===== src/rtl/seq_mult_ctrl.sv =====
// Sequential shift-and-add unsigned multiplier.
// One WIDTH+1 bit adder is reused across WIDTH RUN cycles. A one-cycle DONE
// state then publishes the full 2*WIDTH-bit result on a held product register.
module seq_mult_ctrl #(
  parameter int WIDTH = 8
) (
  input  logic                 clk,
  input  logic                 rst,
  input  logic                 start,
  input  logic [WIDTH-1:0]     a,
  input  logic [WIDTH-1:0]     b,
  output logic                 busy,
  output logic                 done,
  output logic [2*WIDTH-1:0]   product
);

  localparam int CW = $clog2(WIDTH);

  typedef enum logic [1:0] {
    IDLE = 2'd0,
    RUN  = 2'd1,
    DONE = 2'd2
  } state_t;

  state_t           state;
  state_t           state_next;
  logic [WIDTH-1:0] mcand;
  logic [WIDTH-1:0] mplier;
  logic [WIDTH-1:0] acc_hi;
  logic [WIDTH-1:0] acc_lo;
  logic [CW-1:0]    count;
  logic [WIDTH-1:0] addend;
  logic [WIDTH:0]   sum;
  logic             last_step;

  // Shared adder: the partial product is added only when the current multiplier LSB is set.
  always_comb begin
    addend    = mplier[0] ? mcand : '0;
    sum       = {1'b0, acc_hi} + {1'b0, addend};
    last_step = (count == CW'(WIDTH - 1));
  end

  // Next-state logic. DONE always lasts one cycle, and start is only looked at in IDLE.
  always_comb begin
    state_next = state;
    case (state)
      IDLE:    if (start) state_next = RUN;
      RUN:     if (last_step) state_next = DONE;
      DONE:    state_next = IDLE;
      default: state_next = IDLE;
    endcase
  end

  // State register. busy and done are registered copies of the next state, so they come straight from flops.
  always_ff @(posedge clk or posedge rst) begin
    if (rst) begin
      state <= IDLE;
      busy  <= 1'b0;
      done  <= 1'b0;
    end else begin
      state <= state_next;
      busy  <= (state_next == RUN);
      done  <= (state_next == DONE);
    end
  end

  // Datapath: capture operands, run the carry-preserving shift chain, and latch the result at the last step.
  always_ff @(posedge clk or posedge rst) begin
    if (rst) begin
      mcand   <= '0;
      mplier  <= '0;
      acc_hi  <= '0;
      acc_lo  <= '0;
      count   <= '0;
      product <= '0;
    end else begin
      case (state)
        IDLE: begin
          if (start) begin
            mcand  <= a;
            mplier <= b;
            acc_hi <= '0;
            acc_lo <= '0;
            count  <= '0;
          end
        end
        RUN: begin
          {acc_hi, acc_lo, mplier} <= {sum, acc_lo, mplier[WIDTH-1:1]};
          count                    <= count + CW'(1);
          if (last_step) begin
            product <= {sum, acc_lo[WIDTH-1:1]};
          end
        end
        default: begin
        end
      endcase
    end
  end

endmodule

===== config.mk =====
export PLATFORM = sky130hd
export DESIGN_NAME = seq_mult_ctrl
export DESIGN_NICKNAME = d
export VERILOG_FILES = /design/src/rtl/seq_mult_ctrl.sv
export SDC_FILE = /design/constraint.sdc
export NUM_CORES = 1
export LEC_CHECK = 0
export CAP_MARGIN = 20
export CORE_MARGIN = 3
export CORE_UTILIZATION = 35
export CTS_CLUSTER_DIAMETER = 200
export CTS_CLUSTER_SIZE = 25
export DETAILED_ROUTE_END_ITERATION = 7
export PLACE_DENSITY = 0.68
export REMOVE_ABC_BUFFERS = 1
export SLEW_MARGIN = 40
export SYNTH_ARGS = -nofsm -noshare
export SYNTH_HDL_FRONTEND = slang
export SYNTH_SLANG_ARGS = --single-unit
export TNS_END_PERCENT = 100

===== constraint.sdc =====
create_clock -name clk -period 2.1 [get_ports clk]
set_input_delay 0.21 -clock clk [delete_from_list [all_inputs] [get_ports clk]]
set_output_delay 0.21 -clock clk [all_outputs]
set_load 0.02 [all_outputs]

==> flow_summary.json, run 1 <==
{
  "finalWorstSetupSlack_ns": 0.163,
  "clk_pin_slew_ns": 0.10,
  "peakVddDrop_mv": 0.705,
  "cp_top_family": "adder cells",
  "h-tree-depth": 2,
  "io_buffers": 36,
  "powerDensity_nw_per_um2": 1400,
  "critPathRequiredTime_ns": 2.28,
  "end_kind": "flop",
  "post_drt_via_cell_ratio": 4.71,
  "num_rows": 30,
  "hold_path_class": "in -> async",
  "cap_violations": 0,
  "antenna_cells": 0,
  "finalNonFillerCells": 344,
  "worst_pin_slew_ns": 0.656,
  "syn_area_um2": 2490,
  "drt_iter0_drc": 44,
  "yosys.area_share.simple_pct": 9.66,
  "final_common_cell": "dfrtp_1",
  "crit_fanout": 2,
  "power.total_w": 0.00434,
  "ys_warn_count": 0,
  "core_um2": 6830,
  "fmax_mhz": 516,
  "cts_tree": "done",
  "cts_setup_buffers": 0,
  "cts-root-buf": "clkbuf_8",
  "period_share_pct": 92.3,
  "hpwlAfterDp_um": 3270,
  "cp_slowest_stage_delay_ns": 0.38,
  "synth_xor_area_share_pct": 2.11,
  "slowest_stage": "dfrtp_1",
  "timing.slew.headroom_pct": 56.3,
  "ys_async_sr_fraction_pct": 100,
  "drtPass1Iterations": 2,
  "layout_min_cycle_time_ns": 1.94,
  "startpoint_type": "flop",
  "synth_compound_area_share_pct": 13.4,
  "clockBufferDepth": 2,
  "path_cells": "and2_4, ha_4, fa_2, a21oi_2, o211ai_1, a21oi_2, xor2_1, o21ai_1",
  "vias": 1619,
  "synthFlopType": "dfrtp_1",
  "place_ws_ns": 0.00330,
  "cts_buffers": 5,
  "fp.dieH_um": 90.3,
  "critPathKind": "reg -> reg",
  "synth_top_family_by_area": "compound AO/OA/AOI/OAI gates",
  "p_leak_nw": 1.36,
  "final_cell_mix": "55 x dfrtp_1, 36 x clkdlybuf4s50_1, 28 x nand2_1",
  "numClockSinks": 55,
  "setup_viol": 0,
  "synth_mux_area_share_pct": 10.1,
  "ys_seq_area_share_pct": 55.3,
  "grt_pass1_vias": 1669,
  "holdWs_ns": 0.213,
  "synth_cells": 206,
  "ys_types": 32,
  "nets": 278,
  "die_area_um2": 8150,
  "antenna_found_initial": 0,
  "dp.cells": 337,
  "route.antenna.remaining_nets": 0,
  "status": "finished, final reports clean",
  "synthAdderAreaFrac_pct": 5.84,
  "worstPathArrival_ns": 2.11,
  "hold_viol_final": 0,
  "drive_gt1_share_pct": 18.5,
  "gp_congestion": 0.834,
  "track_usage_pct": 12.4,
  "die_w_um": 90.3,
  "place_area_um2": 2960,
  "final_area_um2": 3100,
  "syn2layout_area_growth_pct": 24.4,
  "ios": 37,
  "slew_viol_final": 0,
  "synth-edff-count": 0,
  "routed_wl_um": 4580,
  "critPathBufInv": 0,
  "ys_seq_elements": 55,
  "grt_pass1_wl_um": 8110,
  "wl_per_cell_um": 13.3,
  "clock_latency_ns": 0.31,
  "avgSynthCellArea_um2": 12.1,
  "skew_ns": 0.0131,
  "start_util_pct": 36.4,
  "grt_overflow": 0,
  "drc": 0,
  "grt_max_degree": 37,
  "path_common_cell": "a21oi_2"
}
cells in the mapped netlist, types with 4 or more instances:
| master | count | area share [%] |
|---|---|---|
| mux2i_1 | 6 | 2.4 |
| nand2_1 | 28 | 4.2 |
| xor2_1 | 5 | 1.8 |
| a22o_1 | 11 | 3.9 |
| ha_1 | 10 | 5.0 |
| mux2_2 | 17 | 7.7 |
| dfrtp_1 | 55 | 55 |
| a21oi_1 | 10 | 2.0 |
| o21ai_0 | 23 | 4.6 |
| buf_4 | 4 | 1.2 |
| and2_1 | 8 | 2.0 |
repair_timing:
| action | 4_1_cts | 5_1_grt |
|---|---|---|
| hold buffers | 0 | 0 |
| endpoints found under the setup margin | 4 | 7 |
| gates resized for setup | 2 | 12 |
| pin swaps | 0 | 9 |
cells by family (layout without fill, tap and decap cells):
group / Yosys count / in the layout
adder cells (fa/ha/maj): 11 / 11
AO/OA/AOI/OAI: 53 / 53
buffers and inverters: 12 / 54
multiplexers: 23 / 23
XOR/XNOR: 6 / 6
AND/OR/NAND/NOR: 46 / 46
flip-flops: 55 / 55
stage by stage:
step	util, %	setup TNS (ns)
after global routing	45.3	-0.0111
after CTS	44.7	0
after detailed placement	43.4	0
final	45.3	0
after global placement	43.4	0
after floorplan	-	0
routing by layer:
layer	GRT usage, %	part of all wire, %	vias up
li1	-	-	806
met1	16.5	48	779
met2	19.2	46	30
met3	4.00	5.3	4
met4	3.83	0.81	0
met5	0	0	-
power by group:
group	total [W]	internal (W)	switching (W)
registers	0.00178	0.00151	0.000276
logic	0.00199	0.00100	0.000989
clock network	0.000566	0.000229	0.000337
total	0.00434	0.00274	0.00160
state kept, by name, summed over array words and instances, names as in the netlist:
name     flops
mcand        8
mplier       8
count        3
product     16
done         1
acc_lo       8
busy         1
state        2
acc_hi       8
cell type report:
class	count	area, um^2
fill	659	3740
inverter	4	17.5
clock buffer	5	68.8
timing repair buffer	43	425
multi-input combinational	139	1070
tap	96	120
sequential	55	1380
clock inverter	2	13.8
worst reg2reg max path, cell delays in order, from the launching register on:
cell,delay (ns)
dfrtp_1,0.38
and2_4,0.16
ha_4,0.16
fa_2,0.38
a21oi_2,0.16
o211ai_1,0.11
a21oi_2,0.18
xor2_1,0.20
o21ai_1,0.08
final timing paths:
kind,from,endpoint,slack [ns],cells past startpoint
worst max-delay path,mplier[0]$_DFFE_PP0P_,acc_hi[5]$_DFFE_PP0P_,0.16,8
worst min-delay path,rst,product[4]$_DFFE_PP0P_,0.21,2
worst max register to register,mplier[0]$_DFFE_PP0P_,acc_hi[5]$_DFFE_PP0P_,0.16,8
worst min register to register,mplier[6]$_DFFE_PP0P_,mplier[6]$_DFFE_PP0P_,0.48,2
max in group asynchronous,rst,acc_hi[7]$_DFFE_PP0P_,1.34,3
min in group clk,mplier[6]$_DFFE_PP0P_,mplier[6]$_DFFE_PP0P_,0.48,2
(Power assumes the default switching activity.)
==> inputs of run 2 (changes only) <==
--- a/config.mk
+++ b/config.mk
@@ -6,14 +6,12 @@
 export NUM_CORES = 1
 export LEC_CHECK = 0
 export CAP_MARGIN = 20
-export CORE_MARGIN = 3
 export CORE_UTILIZATION = 35
 export CTS_CLUSTER_DIAMETER = 200
 export CTS_CLUSTER_SIZE = 25
 export DETAILED_ROUTE_END_ITERATION = 7
 export PLACE_DENSITY = 0.68
 export REMOVE_ABC_BUFFERS = 1
-export SLEW_MARGIN = 40
 export SYNTH_ARGS = -nofsm -noshare
 export SYNTH_HDL_FRONTEND = slang
 export SYNTH_SLANG_ARGS = --single-unit
==> run 2 against run 1 <==
Global-route usage is 0.99 points higher. Worst setup slack worse by 0.027 ns. Maximum frequency shrank 1.4%. Wire length is 1.9% lower. Combinational power fell by 4%. Flip-flop and latch count did not move. Core utilization shrank 0.42 points. Register-to-register slack lost 0.03 ns. Power shrank 1.2%. Largest power group unchanged.
==> flow_summary.json, run 2 (same netlist as run 1, synthesis figures left out) <==
{
  "status": "finished, final reports clean",
  "crit_fanout": 2,
  "fp.dieH_um": 86.3,
  "place_area_um2": 2960,
  "num_rows": 30,
  "setup_viol": 0,
  "antenna_cells": 0,
  "grt_max_degree": 38,
  "drive_gt1_share_pct": 16.5,
  "power.total_w": 0.00429,
  "cts-root-buf": "clkbuf_8",
  "grt_pass1_vias": 1669,
  "die_w_um": 86.3,
  "layout_min_cycle_time_ns": 1.96,
  "cap_violations": 0,
  "largest_reg_flops": 16,
  "post-route-util_pct": 44.9,
  "cts_setup_buffers": 0,
  "startpoint_type": "flop",
  "largest-register": "product",
  "routed_wl_um": 4500,
  "gp_congestion": 0.780,
  "io_buffers": 36,
  "grt_pass1_wl_um": 7710,
  "syn2layout_area_growth_pct": 23.3,
  "drt_iter0_drc": 49,
  "nets": 278,
  "vias": 1623,
  "start_util_pct": 36.4,
  "finalWorstSetupSlack_ns": 0.136,
  "antenna_found_initial": 0,
  "final_common_cell": "dfrtp_1",
  "drc": 0,
  "period_share_pct": 93.5,
  "drtPass1Iterations": 3,
  "final_area_um2": 3070,
  "die_area_um2": 7450,
  "powerDensity_nw_per_um2": 1400,
  "skew_ns": 0.00616,
  "ios": 37,
  "hold_viol_final": 0,
  "worst_pin_slew_ns": 0.471,
  "hold_path_class": "in -> async",
  "fmax_mhz": 509,
  "route.antenna.remaining_nets": 0,
  "clock_latency_ns": 0.31,
  "post_drt_via_cell_ratio": 4.70,
  "peakVddDrop_mv": 0.765,
  "slew_viol_final": 0,
  "place_ws_ns": 0.0248,
  "cts_tree": "done",
  "timing.slew.headroom_pct": 68.6,
  "cts_buffers": 5,
  "critPathRequiredTime_ns": 2.29,
  "grt_overflow": 0,
  "clk_pin_slew_ns": 0.10,
  "core_um2": 6830,
  "holdWs_ns": 0.204,
  "wl_per_cell_um": 13.0,
  "p_leak_nw": 1.36,
  "critPathKind": "reg -> reg",
  "numClockSinks": 55,
  "final_cell_mix": "55 x dfrtp_1, 36 x clkdlybuf4s50_1, 28 x nand2_1",
  "clockBufferDepth": 2,
  "track_usage_pct": 13.4,
  "end_kind": "flop",
  "h-tree-depth": 2,
  "worstPathArrival_ns": 2.15,
  "hpwlAfterDp_um": 3190
}
==> run 2: what timing repair did <==
action | CTS | global route
gates resized for setup | 0 | 4
endpoints found under the setup margin | 2 | 6
pin swaps | 1 | 0
hold buffers | 0 | 0
==> run 2: path summary, 6_finish.rpt <==
path	from	endpoint	slack [ns]	depth (start not counted)
worst max register to register	mcand[0]$_DFFE_PP0P_	product[13]$_DFFE_PP0P_	0.14	8
max in group asynchronous	rst	mplier[0]$_DFFE_PP0P_	1.35	3
worst max-delay path	mcand[0]$_DFFE_PP0P_	product[13]$_DFFE_PP0P_	0.14	8
worst min register to register	product[12]$_DFFE_PP0P_	product[12]$_DFFE_PP0P_	0.48	2
worst min-delay path	rst	product[3]$_DFFE_PP0P_	0.20	2
min in group clk	product[12]$_DFFE_PP0P_	product[12]$_DFFE_PP0P_	0.48	2
==> run 2: cell type report <==
type	count	area, um^2
tap	96	120
multi-input combinational	139	1030
clock buffer	7	86.3
inverter	4	17.5
sequential	55	1380
timing repair buffer	43	425
clock inverter	1	8.76
fill	659	3760
==> run 2: routing by layer <==
metal	track usage [%]	up-vias	routed length (um)
li1	-	804	-
met1	17.5	785	2160
met2	21.3	29	2060
met3	3.81	5	227
met4	4.55	0	51
met5	0	-	0
==> run 2: through the flow <==
step,cells,setup TNS [ns]
floorplan,198,0
global placement,337,0
detailed placement,337,0
CTS,345,0
global route,345,-0.0446
finish,345,0
==> run 2: worst max-delay path, cell delays in order, from the launching register on <==
cell      delay, ns
dfrtp_1        0.38
and2_1         0.15
ha_1           0.20
fa_2           0.37
a21oi_2        0.16
o211ai_1       0.13
a21oi_2        0.18
xor2_1         0.18
o21ai_0        0.10
==> run 2: report_power, final <==
part           switching, W  internal, W
logic              0.000955     0.000953
registers          0.000260      0.00151
clock network      0.000342     0.000271
total               0.00156      0.00273
==> inputs of run 3 (changes only) <==
--- a/config.mk
+++ b/config.mk
@@ -10,7 +10,6 @@
 export CTS_CLUSTER_DIAMETER = 200
 export CTS_CLUSTER_SIZE = 25
 export DETAILED_ROUTE_END_ITERATION = 7
-export PLACE_DENSITY = 0.68
 export REMOVE_ABC_BUFFERS = 1
 export SYNTH_ARGS = -nofsm -noshare
 export SYNTH_HDL_FRONTEND = slang
==> run 3 against run 2 <==
Non-clock buffer count increased by 2. Register-to-register slack barely moved. Critical endpoint unchanged. Global-route usage fell by 0.089 points. Die area unchanged. Combinational power barely moved. Highest routed layer unchanged. Largest cell class unchanged. Sequential power hardly changed. Power fell by 0.53%. Final cell count up 0.58%. Design area rose by 0.16%. First-iteration DRC count up 92%. Clock power shrank 7.3%.
==> flow_summary.json, run 3 (same netlist as run 1, synthesis figures left out) <==
{
  "fill_cells": 677,
  "die_area_um2": 7450,
  "p_leak_nw": 1.36,
  "multi_input_area_um2": 1030,
  "timing.slew.headroom_pct": 66.2,
  "hold_viol_final": 0,
  "antenna_cells": 0,
  "cts_buffers": 5,
  "hold_path_class": "in -> async",
  "grt_overflow": 0,
  "worstRegToRegCells": 8,
  "status": "finished, final reports clean",
  "path_common_cell": "a21oi_2",
  "peakVddDrop_mv": 0.621,
  "routed_wl_um": 4520,
  "gp_congestion": 0.776,
  "ios": 37,
  "worst_pin_slew_ns": 0.507,
  "final_common_cell": "dfrtp_1",
  "grt_pass1_vias": 1673,
  "syn2layout_area_growth_pct": 23.5,
  "skew_ns": 0.0113,
  "grt_pass1_wl_um": 7650,
  "regArea_um2": 1380,
  "io_buffers": 36,
  "num_rows": 30,
  "cts-resized-gates": 0,
  "track_usage_pct": 13.3,
  "critPathRequiredTime_ns": 2.28,
  "crit_path_end": "product[13]$_DFFE_PP0P_",
  "setup_viol": 0,
  "drive_gt1_share_pct": 17.1,
  "worstPathArrival_ns": 2.16,
  "largest_reg_flops": 16,
  "clock_latency_ns": 0.31,
  "clockBufferDepth": 2,
  "route.antenna.remaining_nets": 0,
  "cap_violations": 0,
  "r2r_slack_ns": 0.13,
  "post-route-util_pct": 45.0,
  "cts_setup_buffers": 0,
  "core_um2": 6830,
  "slowest_stage": "dfrtp_1",
  "drtPass1Iterations": 4,
  "clk_pin_slew_ns": 0.10,
  "path_depth": 8,
  "fmax_mhz": 506,
  "wl_per_cell_um": 13.0,
  "powerDensity_nw_per_um2": 1390,
  "rr_endpoint": "product[13]$_DFFE_PP0P_",
  "startpoint_type": "flop",
  "fp.dieH_um": 86.3,
  "layout_min_cycle_time_ns": 1.97,
  "drt_iter0_drc": 94,
  "setup_tns_ns": 0,
  "h-tree-depth": 2,
  "nets": 280,
  "hold_buffers": 0,
  "crit_fanout": 2,
  "numClockSinks": 55,
  "crit_start": "mcand[0]$_DFFE_PP0P_",
  "critPathKind": "reg -> reg",
  "cp_top_family": "adder cells",
  "period_share_pct": 94.0,
  "vias": 1614,
  "slew_viol_final": 0,
  "end_kind": "flop",
  "cts_tree": "done",
  "r2r_start": "mcand[0]$_DFFE_PP0P_",
  "hpwlAfterDp_um": 3310,
  "die_w_um": 86.3,
  "critPathBufInv": 0,
  "final_cell_mix": "55 x dfrtp_1, 36 x clkdlybuf4s50_1, 28 x nand2_1",
  "grt_max_degree": 26,
  "cts-root-buf": "clkbuf_8",
  "path_cells": "and2_1, ha_1, fa_2, a21oi_2, o211ai_1, a21oi_2, xor2_1, o21ai_0",
  "antenna_found_initial": 0,
  "largest-register": "product",
  "post_drt_via_cell_ratio": 4.65,
  "drc": 0,
  "start_util_pct": 36.4,
  "cp_slowest_stage_delay_ns": 0.38
}
## run 3: cell types whose count changed in the layout (fill, tap and decap cells not counted), sizes merged
cell	change
buf	+2
clkbuf	-1
clkinvlp	+1
## run 3: worst min path at each step
stage | startpoint | endpoint | slack, ns | cells past startpoint
5_1_grt | rst | acc_lo[6]$_DFFE_PP0P_ | 0.21 | 2
6_report | rst | product[2]$_DFFE_PP0P_ | 0.15 | 2
3_5_place_dp | product[10]$_DFFE_PP0P_ | product[10]$_DFFE_PP0P_ | 0.47 | 2
4_1_cts | rst | product[2]$_DFFE_PP0P_ | 0.16 | 2
2_1_floorplan | a[0] | mcand[0]$_DFFE_PP0P_ | 0.36 | 1
3_3_place_gp | mplier[7]$_DFFE_PP0P_ | mplier[7]$_DFFE_PP0P_ | 0.46 | 2
## run 3: routing by layer
metal | vias up | global-route usage (%) | routed length (um)
met5 | - | 0 | 0
met4 | 0 | 4.09 | 45
met3 | 5 | 3.71 | 218
met2 | 29 | 20.9 | 2010
met1 | 769 | 17.9 | 2250
li1 | 811 | - | -
## run 3: layout make-up
type / count / share of cell area (%)
Sequential cell: 55 / 44.8
Clock buffer: 6 / 2.36
Clock inverter: 2 / 0.407
Tap cell: 96 / 3.91
Inverter: 4 / 0.570
Multi-Input combinational cell: 139 / 33.6
Timing Repair Buffer: 45 / 14.3
## run 3: power breakdown
part	total [W]	switching [W]	internal [W]
registers	0.00178	0.000271	0.00151
logic	0.00192	0.000959	0.000960
clock network	0.000568	0.000334	0.000234
total	0.00427	0.00156	0.00270
## run 3: stage by stage
step	power [W]	setup WS, ns	area, um^2	hold slack (ns)	cells
floorplan	0.00301	0.0564	2420	0.362	198
finish	0.00427	0.125	3070	0.151	347
CTS	0.00430	0.0114	3060	0.156	347
global placement	0.00367	0.0527	2980	0.461	339
global route	0.00459	-0.000824	3070	0.210	347
detailed placement	0.00371	0.0517	2980	0.470	339
